`src/rtl/uart_rx.sv`:
```
// UART receiver. It assembles p_data_buffer bytes into one word with the first byte in the MSB,
// and publishes the word on op_data with a one-cycle o_dv pulse.
module uart_rx #(
  parameter int p_preescaler  = 8,
  parameter int p_data_buffer = 16
) (
  input  logic                       clk,
  input  logic                       rst,
  input  logic                       i_rx,
  output logic [8*p_data_buffer-1:0] op_data,
  output logic                       o_dv,
  output logic                       o_frame_err,
  output logic                       o_busy
);

  localparam int CW = $clog2(p_preescaler);
  localparam int BW = (p_data_buffer > 1) ? $clog2(p_data_buffer) : 1;
  localparam logic [CW-1:0] HALF = CW'(p_preescaler / 2 - 1);
  localparam logic [CW-1:0] FULL = CW'(p_preescaler - 1);
  localparam logic [BW-1:0] LAST = BW'(p_data_buffer - 1);

  typedef enum logic [2:0] {IDLE, START, DATA, STOP, WAIT_HIGH} state_t;

  state_t                     state_q;
  logic [CW-1:0]              cnt_q;
  logic [2:0]                 idx_q;
  logic [7:0]                 byte_q;
  logic [BW-1:0]              byte_cnt_q;
  logic [8*p_data_buffer-1:0] buf_q;
  logic [8*p_data_buffer-1:0] op_data_q;
  logic [8*p_data_buffer-1:0] word_d;
  logic                       dv_q;
  logic                       ferr_q;
  logic                       meta_q;
  logic                       line_q;

  // The partial word with the byte that has just completed placed in its slot.
  always_comb begin
    word_d = buf_q;
    for (int k = 0; k < p_data_buffer; k++) begin
      if (byte_cnt_q == BW'(k)) word_d[8*(p_data_buffer-k)-1 -: 8] = byte_q;
    end
  end

  always_ff @(posedge clk) begin
    if (rst) begin
      state_q    <= IDLE;
      cnt_q      <= '0;
      idx_q      <= '0;
      byte_q     <= '0;
      byte_cnt_q <= '0;
      buf_q      <= '0;
      op_data_q  <= '0;
      dv_q       <= 1'b0;
      ferr_q     <= 1'b0;
      meta_q     <= 1'b1;
      line_q     <= 1'b1;
    end else begin
      dv_q   <= 1'b0;
      ferr_q <= 1'b0;
      meta_q <= i_rx;
      line_q <= meta_q;
      case (state_q)
        IDLE: begin
          if (!line_q) begin
            state_q <= START;
            cnt_q   <= '0;
          end
        end
        START: begin
          // Recheck the line at mid start bit so that short glitches are ignored.
          if (cnt_q == HALF) begin
            cnt_q <= '0;
            idx_q <= '0;
            state_q <= line_q ? IDLE : DATA;
          end else begin
            cnt_q <= cnt_q + CW'(1);
          end
        end
        DATA: begin
          if (cnt_q == FULL) begin
            cnt_q         <= '0;
            byte_q[idx_q] <= line_q;
            idx_q         <= idx_q + 3'd1;
            if (idx_q == 3'd7) state_q <= STOP;
          end else begin
            cnt_q <= cnt_q + CW'(1);
          end
        end
        STOP: begin
          if (cnt_q == FULL) begin
            cnt_q <= '0;
            if (line_q) begin
              state_q <= IDLE;
              buf_q   <= word_d;
              if (byte_cnt_q == LAST) begin
                op_data_q  <= word_d;
                dv_q       <= 1'b1;
                byte_cnt_q <= '0;
              end else begin
                byte_cnt_q <= byte_cnt_q + BW'(1);
              end
            end else begin
              state_q    <= WAIT_HIGH;
              ferr_q     <= 1'b1;
              byte_cnt_q <= '0;
            end
          end else begin
            cnt_q <= cnt_q + CW'(1);
          end
        end
        WAIT_HIGH: begin
          if (line_q) state_q <= IDLE;
        end
        default: state_q <= IDLE;
      endcase
    end
  end

  assign op_data     = op_data_q;
  assign o_dv        = dv_q;
  assign o_frame_err = ferr_q;
  assign o_busy      = (state_q != IDLE);

endmodule

```
`config.mk`:
```
export PLATFORM = sky130hd
export DESIGN_NAME = uart_rx
export DESIGN_NICKNAME = d
export VERILOG_FILES = /design/src/rtl/uart_rx.sv
export SDC_FILE = /design/constraint.sdc
export NUM_CORES = 1
export LEC_CHECK = 0
export CORE_MARGIN = 1.5
export CORE_UTILIZATION = 45
export CTS_BUF_LIST = sky130_fd_sc_hd__clkbuf_2
export DETAILED_ROUTE_END_ITERATION = 10
export MAX_ROUTING_LAYER = met4
export PLACE_DENSITY = 0.66
export SLEW_MARGIN = 20
export SYNTH_ARGS = -nofsm -noshare
export SYNTH_HDL_FRONTEND = slang
export SYNTH_SLANG_ARGS = --single-unit
```
`constraint.sdc`:
```
create_clock -name clk -period 2.26 [get_ports clk]
set_clock_uncertainty 0.15 [all_clocks]
set_input_delay 0.452 -clock clk [delete_from_list [all_inputs] [get_ports clk]]
set_output_delay 0.452 -clock clk [all_outputs]
set_load 0.01 [all_outputs]
```
==> results.md, run 1 <==
* Post-synthesis cell type count at between 50 and 60
* Initial antenna violation count at 1
* Max incr delay on CP at 390 ps
* Max frequency at roughly 0.43 GHz
* Top delay family on crit path: simple AND/OR/NAND/NOR gates
* Fin crit period at between 2000 and 2500 ps
* Std cell rows at 58
* Num CTS Buffers at 72
* Failing checks: negative setup slack
* Worst-margin pin slew at ~650 ps
* Drt pass-1 iters at 6
* Synthesized instance count at around 1300
* RSZ-0062 raised after global routing: yes
* Vias in the first global route at between 9000 and 10000
* Setup Crit Path Kind: reg2out
* Max cap viols at 0
* Setup WS post-layout at -43.9 ps
* Clock power frac at 0.398
* Share of layout cells above drive strength 1 at 0.149
* Core Util, Final at 0.544
* Setup-failing EPs final at 1
* Relative slew slack at 0.565
* Gr ovfl total at 0
* Int Power at 6230 uW
* Gp weighted congestion at ~0.80
* Clk Latency, worst-skew pair at approximately 830 ps
* Chip Width at approximately 160 microns
* Drt wl/cell at around 18 microns
* Clk pin slew, worst setup/hold paths at ~110 ps
* Post-DP HPWL at roughly 20 mm
* Clk sink count at around 270
* CTS Buffer Depth at 3
* Commonest non-fill, non-tap cell in the layout: dfxtp_1
* Most used DFF post-synth: dfxtp_1
* Power Density at between 600 and 700 nW/um^2
* EDFF count, synth at 0
* Pre-CTS setup slack at about 92 ps
* Peak VDD IR at about 0.33 mV
* Slowest CP cell: or3_4
* R2R Path End: buf_q[23]
* Startpoint types: flop
* DIE AREA at between 20000 and 30000 sq um
* Final wirelength at about 32 mm
* Most frequent cells in the layout: 269 x dfxtp_1, 175 x a21oi_1, 130 x dlygate4sd2_1, 114 x nand4_1, 105 x o31ai_1
* Worst Hold Class: reg2reg
* Arrival time worst endpoint at about 1700 ps
* Sequential area share after synthesis at 0.467
* CP Buf/Inv Count at 1
* Placed Area at 13300 sq um
* Synthesis warning total at 0
* Run status: finished with violations
* P&R area growth vs syn at 17.8%
* Dpl cells at roughly 1600
* Clk root buf: clkbuf_2
* Post-route cell area at around 14000 sq um
* Final period util at 1.02
* GRT Util Overall at 0.245
* Sink of the worst hold path: line_q
* Critical Path Start: state_q[2]
* CTS tree: built
* Pin count of the biggest net entering global routing at 76
* Boundary Pins at about 130
* RR Startpoint: cnt_q[0]
* Part of the power in combinational logic at 0.025
* R2r worst-path depth at 6
* Pleak at about 0.0053 uW
* Switching Fraction at 0.253
* Hold Path Depth at 1
* # DRC at 0
* Synth async-reset ratio at 0
* Vias per cell at between 5 and 6
* IO Port Bufs at between 100 and 150
* Starting DRC count in detailed routing at just under 1000
* Slew Limit Fails at 0
* Synthesized flop and latch total at 273
* Core area at roughly 25000 sq um
* Setup TNS at -43.9 ps
* CP Capture Type: output pin
* Final ANT Viol Nets at 0
* Die H at approximately 160 microns
* Cell area after synthesis at about 12000 sq um
* Net count after synthesis at roughly 1300
* Initial Utilization at 0.462
* Synthesized area per cell at 9.01 sq um
* Net count reported at finish at approximately 1400
* Routed via count at roughly 11000
* Fin. Hold Viols at 0
* Req. time, crit path at between 1500 and 2000 ps
* Flop pwr share at 0.577
* First-pass GRT wire length at between 50 and 60 mm
* Cell-by-cell trace of the critical path: or3_4, buf_6
* Layout Cells excl Fill at approximately 1800
* R2R Setup Slk at 100 ps
* Hold path startpoint: meta_q
* CTS H-Tree Depth at 3
* Crit Path Max Fanout at 5
* Switching pwr at 2110 uW
## layout make-up
| class | count | area [sq um] |
|---|---|---|
| Timing Repair Buffer | 199 | 1870 |
| Sequential cell | 273 | 5480 |
| Multi-Input combinational cell | 841 | 5380 |
| Inverter | 8 | 32.5 |
| Antenna cell | 1 | 2.50 |
| Clock buffer | 98 | 490 |
| Tap cell | 330 | 413 |
| Fill cell | 2363 | 11500 |
| Clock inverter | 15 | 113 |
## flip-flops by register name, indices dropped and copies added, names as in the netlist
register and cells:
op_data 128, buf_q 120, byte_q 8, byte_cnt_q 4, cnt_q 3, idx_q 3
state_q 3, line_q 1, meta_q 1, o_dv 1, o_frame_err 1
## Yosys cell counts, drive strengths merged (2+ instances only)
library cell  instances  area share
dfxtp               273        0.47
a21oi               175       0.075
nand4               118       0.068
o31ai               105       0.067
nand2               100       0.032
clkbuf               93       0.030
buf                  84       0.043
nand3                66       0.031
o21ai                66       0.028
mux2i                53       0.045
a311oi               24       0.018
a31oi                24       0.013
nor4                 17      0.0091
a31o                 16       0.012
ha                   11       0.012
nand2b                9      0.0048
inv                   8      0.0026
nand4b                8      0.0073
nor3                  6      0.0040
and3                  4      0.0021
and4b                 4      0.0034
nand4bb               4      0.0038
nor2                  4      0.0013
nor2b                 4      0.0021
nor4bb                4      0.0034
nand3b                3      0.0019
and4bb                2      0.0021
nor3b                 2      0.0013
or2                   2      0.0011
## power groups by stage
| stage | clock network, uW | registers, uW | logic [uW] |
|---|---|---|---|
| after detailed placement | 0 | 4930 | 198 |
| final | 3320 | 4820 | 208 |
| after floorplan | 0 | 4930 | 148 |
| after global placement | 0 | 4930 | 198 |
| after global routing | 3670 | 4820 | 223 |
| after CTS | 3420 | 4820 | 206 |
## kinds of logic after synthesis
kind of cell	Yosys count	synth area share
flops	273	0.467
buf+inv	185	0.0759
simple gates	360	0.180
mux	54	0.0473
fa+ha+maj	11	0.0118
compound gates	416	0.218
## what timing repair did
item	4_1_cts	5_1_grt
hold buffers	2	0
endpoints found under the setup margin	131	15
endpoints found under the hold margin	40	0
setup buffers	1	2
pin swaps	1	0
gates resized for setup	141	3
## routing by layer
layer | up-vias | global-route usage | share of wire
met5 | - | - | 0
met4 | 0 | 0.0781 | 0.016
met3 | 57 | 0.0442 | 0.060
met2 | 354 | 0.382 | 0.48
met1 | 5023 | 0.323 | 0.45
li1 | 5077 | - | -
## through the flow
step / hold WS (ps) / total power [uW]
after global routing: 276 / 8720
after CTS: 249 / 8440
after global placement: 245 / 5130
final: 250 / 8350
after floorplan: 239 / 5080
after detailed placement: 243 / 5130
## worst max-delay path by stage
stage	endpoint	slack, ps	cells past startpoint
final	o_busy	-40	2
after global routing	o_busy	-100	2
after CTS	o_busy	-130	2
after detailed placement	buf_q[17]	90	6
after global placement	buf_q[18]	150	6
after floorplan	buf_q[10]	330	7
Note: power is estimated with default switching activity, not from simulation.
==> run 2, diff against run 1 <==
--- a/config.mk
+++ b/config.mk
@@ -6,11 +6,10 @@
 export NUM_CORES = 1
 export LEC_CHECK = 0
 export CORE_MARGIN = 1.5
-export CORE_UTILIZATION = 45
+export CORE_UTILIZATION = 25
 export CTS_BUF_LIST = sky130_fd_sc_hd__clkbuf_2
 export DETAILED_ROUTE_END_ITERATION = 10
 export MAX_ROUTING_LAYER = met4
-export PLACE_DENSITY = 0.66
 export SLEW_MARGIN = 20
 export SYNTH_ARGS = -nofsm -noshare
 export SYNTH_HDL_FRONTEND = slang
==> run 2 against run 1 <==
Effect of this change: total power down 0.67%; register-to-register slack gained 30 ps; critical path type unchanged; utilization decreased by 24 points; sequential share of layout area decreased by 1.3 points; critical path depth unchanged; global-route usage fell by 8.7 points; setup slack got worse by 77 ps; the run still ends with negative setup slack left; non-clock buffer count grew 8; critical endpoint unchanged; highest routed layer unchanged; flip-flop and latch count unchanged; first-iteration DRC count down 4.8%; cell area increased by 3.4%; wire length is 17% higher.
==> results.md, run 2 (same netlist as run 1, synthesis figures left out) <==
* Power Density at between 500 and 600 nW/um^2
* Pleak at between 0.005 and 0.006 uW
* Vias per cell at roughly 5.3
* CTS Buffer Depth at 3
* Max reg flops at roughly 130
* Final ANT Viol Nets at 0
* Vias in the first global route at just over 10000
* Net count reported at finish at around 1400
* CTS H-Tree Depth at 3
* Clk pin slew, worst setup/hold paths at about 90 ps
* Clk sink count at 273
* R2R Setup Slk at about 130 ps
* Initial Utilization at 0.252
* Commonest non-fill, non-tap cell in the layout: dfxtp_1
* RR Startpoint: byte_cnt_q[0]
* Req. time, crit path at around 1700 ps
* Clk root buf: clkbuf_2
* Final period util at 1.05
* Layout Cells excl Fill at slightly above 2000
* Std cell rows at 79
* Gr ovfl total at 0
* Core area at 46400 sq um
* Share of layout cells above drive strength 1 at 0.172
* Most frequent cells in the layout: 263 x dfxtp_1, 175 x a21oi_1, 117 x clkbuf_2, 114 x nand4_1, 105 x o31ai_1
* Startpoint types: flop
* Sink of the worst hold path: line_q
* Drt wl/cell at around 18 microns
* Run status: finished with violations
* Worst-margin pin slew at roughly 650 ps
* IO Port Bufs at 133
* Worst Hold Class: reg2reg
* Setup-failing EPs final at 1
* Post-DP HPWL at ~24 mm
* Initial antenna violation count at 1
* Peak VDD IR at ~0.28 mV
* Crit Path Max Fanout at 5
* R2r worst-path depth at 4
* Boundary Pins at ~130
* Hold path startpoint: meta_q
* Starting DRC count in detailed routing at 922
* Dpl cells at a little under 2000
* GRT Util Overall at 0.159
* Max frequency at roughly 0.42 GHz
* Fin. Hold Viols at 0
* Pin count of the biggest net entering global routing at approximately 110
* CP Capture Type: output pin
* Layout fillers at a little under 5000
* # DRC at 0
* Setup WS post-layout at -121 ps
* CTS tree: built
* Slew Limit Fails at 0
* Max cap viols at 0
* Hold Path Depth at 1
* RSZ-0062 raised after global routing: yes
* Final wirelength at 38.0 mm
* Failing checks: negative setup slack
* Drt pass-1 iters at 6
* Chip Width at about 220 microns
* DIE AREA at approximately 48000 sq um
* Setup Crit Path Kind: reg2out
* Arrival time worst endpoint at around 1800 ps
* Fin crit period at approximately 2400 ps
* Gp weighted congestion at 0.810
* Core Util, Final at 0.307
* Routed via count at ~11000
* Num CTS Buffers at 75
* First-pass GRT wire length at ~59 mm
* Die H at roughly 220 microns
* P&R area growth vs syn at 21.7%
* Relative slew slack at 0.567
* R2R Path End: buf_q[17]
* Clk Latency, worst-skew pair at between 900 and 1000 ps
run 2: timing repair:
item,CTS,global route
gates resized for setup,178,28
hold buffers,2,0
buffers inserted,1,4
endpoints found under the setup margin,131,112
cloned,0,1
hold endpoints to repair,30,0
pin swaps,1,2
run 2: worst max-delay path by stage:
stage                          start   endpoint  depth (start not counted)
after floorplan             cnt_q[0]  buf_q[10]                          7
after global placement      cnt_q[0]  buf_q[29]                          7
after detailed placement    cnt_q[0]  buf_q[28]                          7
after CTS                 state_q[2]     o_busy                          2
after global routing      state_q[2]     o_busy                          2
final                     state_q[1]     o_busy                          2
run 2: per-layer routing:
| metal | share of wire | wire, microns | vias to the layer above | global-route usage |
|---|---|---|---|---|
| met5 | 0 | 0 | - | - |
| met3 | 0.056 | 2120 | 67 | 0.0331 |
| met2 | 0.47 | 17900 | 322 | 0.245 |
| met1 | 0.45 | 17100 | 5320 | 0.203 |
| li1 | - | - | 5129 | - |
| met4 | 0.023 | 857 | 0 | 0.0584 |
run 2: report_power, final:
group	total, uW	switching, uW	internal (uW)
clock network	3260	2030	1240
registers	4820	7.80	4810
logic	213	164	49.6
total	8290	2200	6090
run 2: cell type report:
| cell class | count | area, sq um | area share |
|---|---|---|---|
| Clock buffer | 106 | 531 | 0.0372 |
| Inverter | 8 | 32.5 | 0.00228 |
| Tap cell | 607 | 759 | 0.0533 |
| Timing Repair Buffer | 207 | 2000 | 0.140 |
| Multi-Input combinational cell | 841 | 5380 | 0.378 |
| Clock inverter | 15 | 60.1 | 0.00422 |
| Sequential cell | 273 | 5490 | 0.385 |
| Antenna cell | 1 | 2.50 | 0.000176 |
run 2: stage by stage:
| step | power (uW) | area (sq um) | TNS (ps) | setup WS (ps) | hold slack, ps |
|---|---|---|---|---|---|
| floorplan | 5080 | 11700 | 0 | 327 | 239 |
| global placement | 5140 | 13700 | 0 | 119 | 248 |
| detailed placement | 5140 | 13700 | 0 | 90.9 | 252 |
| CTS | 8410 | 14200 | -231 | -231 | 245 |
| global route | 8660 | 14200 | -241 | -237 | 285 |
| finish | 8290 | 14200 | -121 | -121 | 267 |
run 2: worst max-delay path: stages (launching register included):
cell and delay (ps):
dfxtp_1 380, or3_4 360, buf_6 130
==> run 3, diff against run 2 <==
--- a/config.mk
+++ b/config.mk
@@ -10,7 +10,6 @@
 export CTS_BUF_LIST = sky130_fd_sc_hd__clkbuf_2
 export DETAILED_ROUTE_END_ITERATION = 10
 export MAX_ROUTING_LAYER = met4
-export SLEW_MARGIN = 20
 export SYNTH_ARGS = -nofsm -noshare
 export SYNTH_HDL_FRONTEND = slang
 export SYNTH_SLANG_ARGS = --single-unit
==> results of run 3 <==
The final DEF is identical to that of run 2; final timing and power are the same.
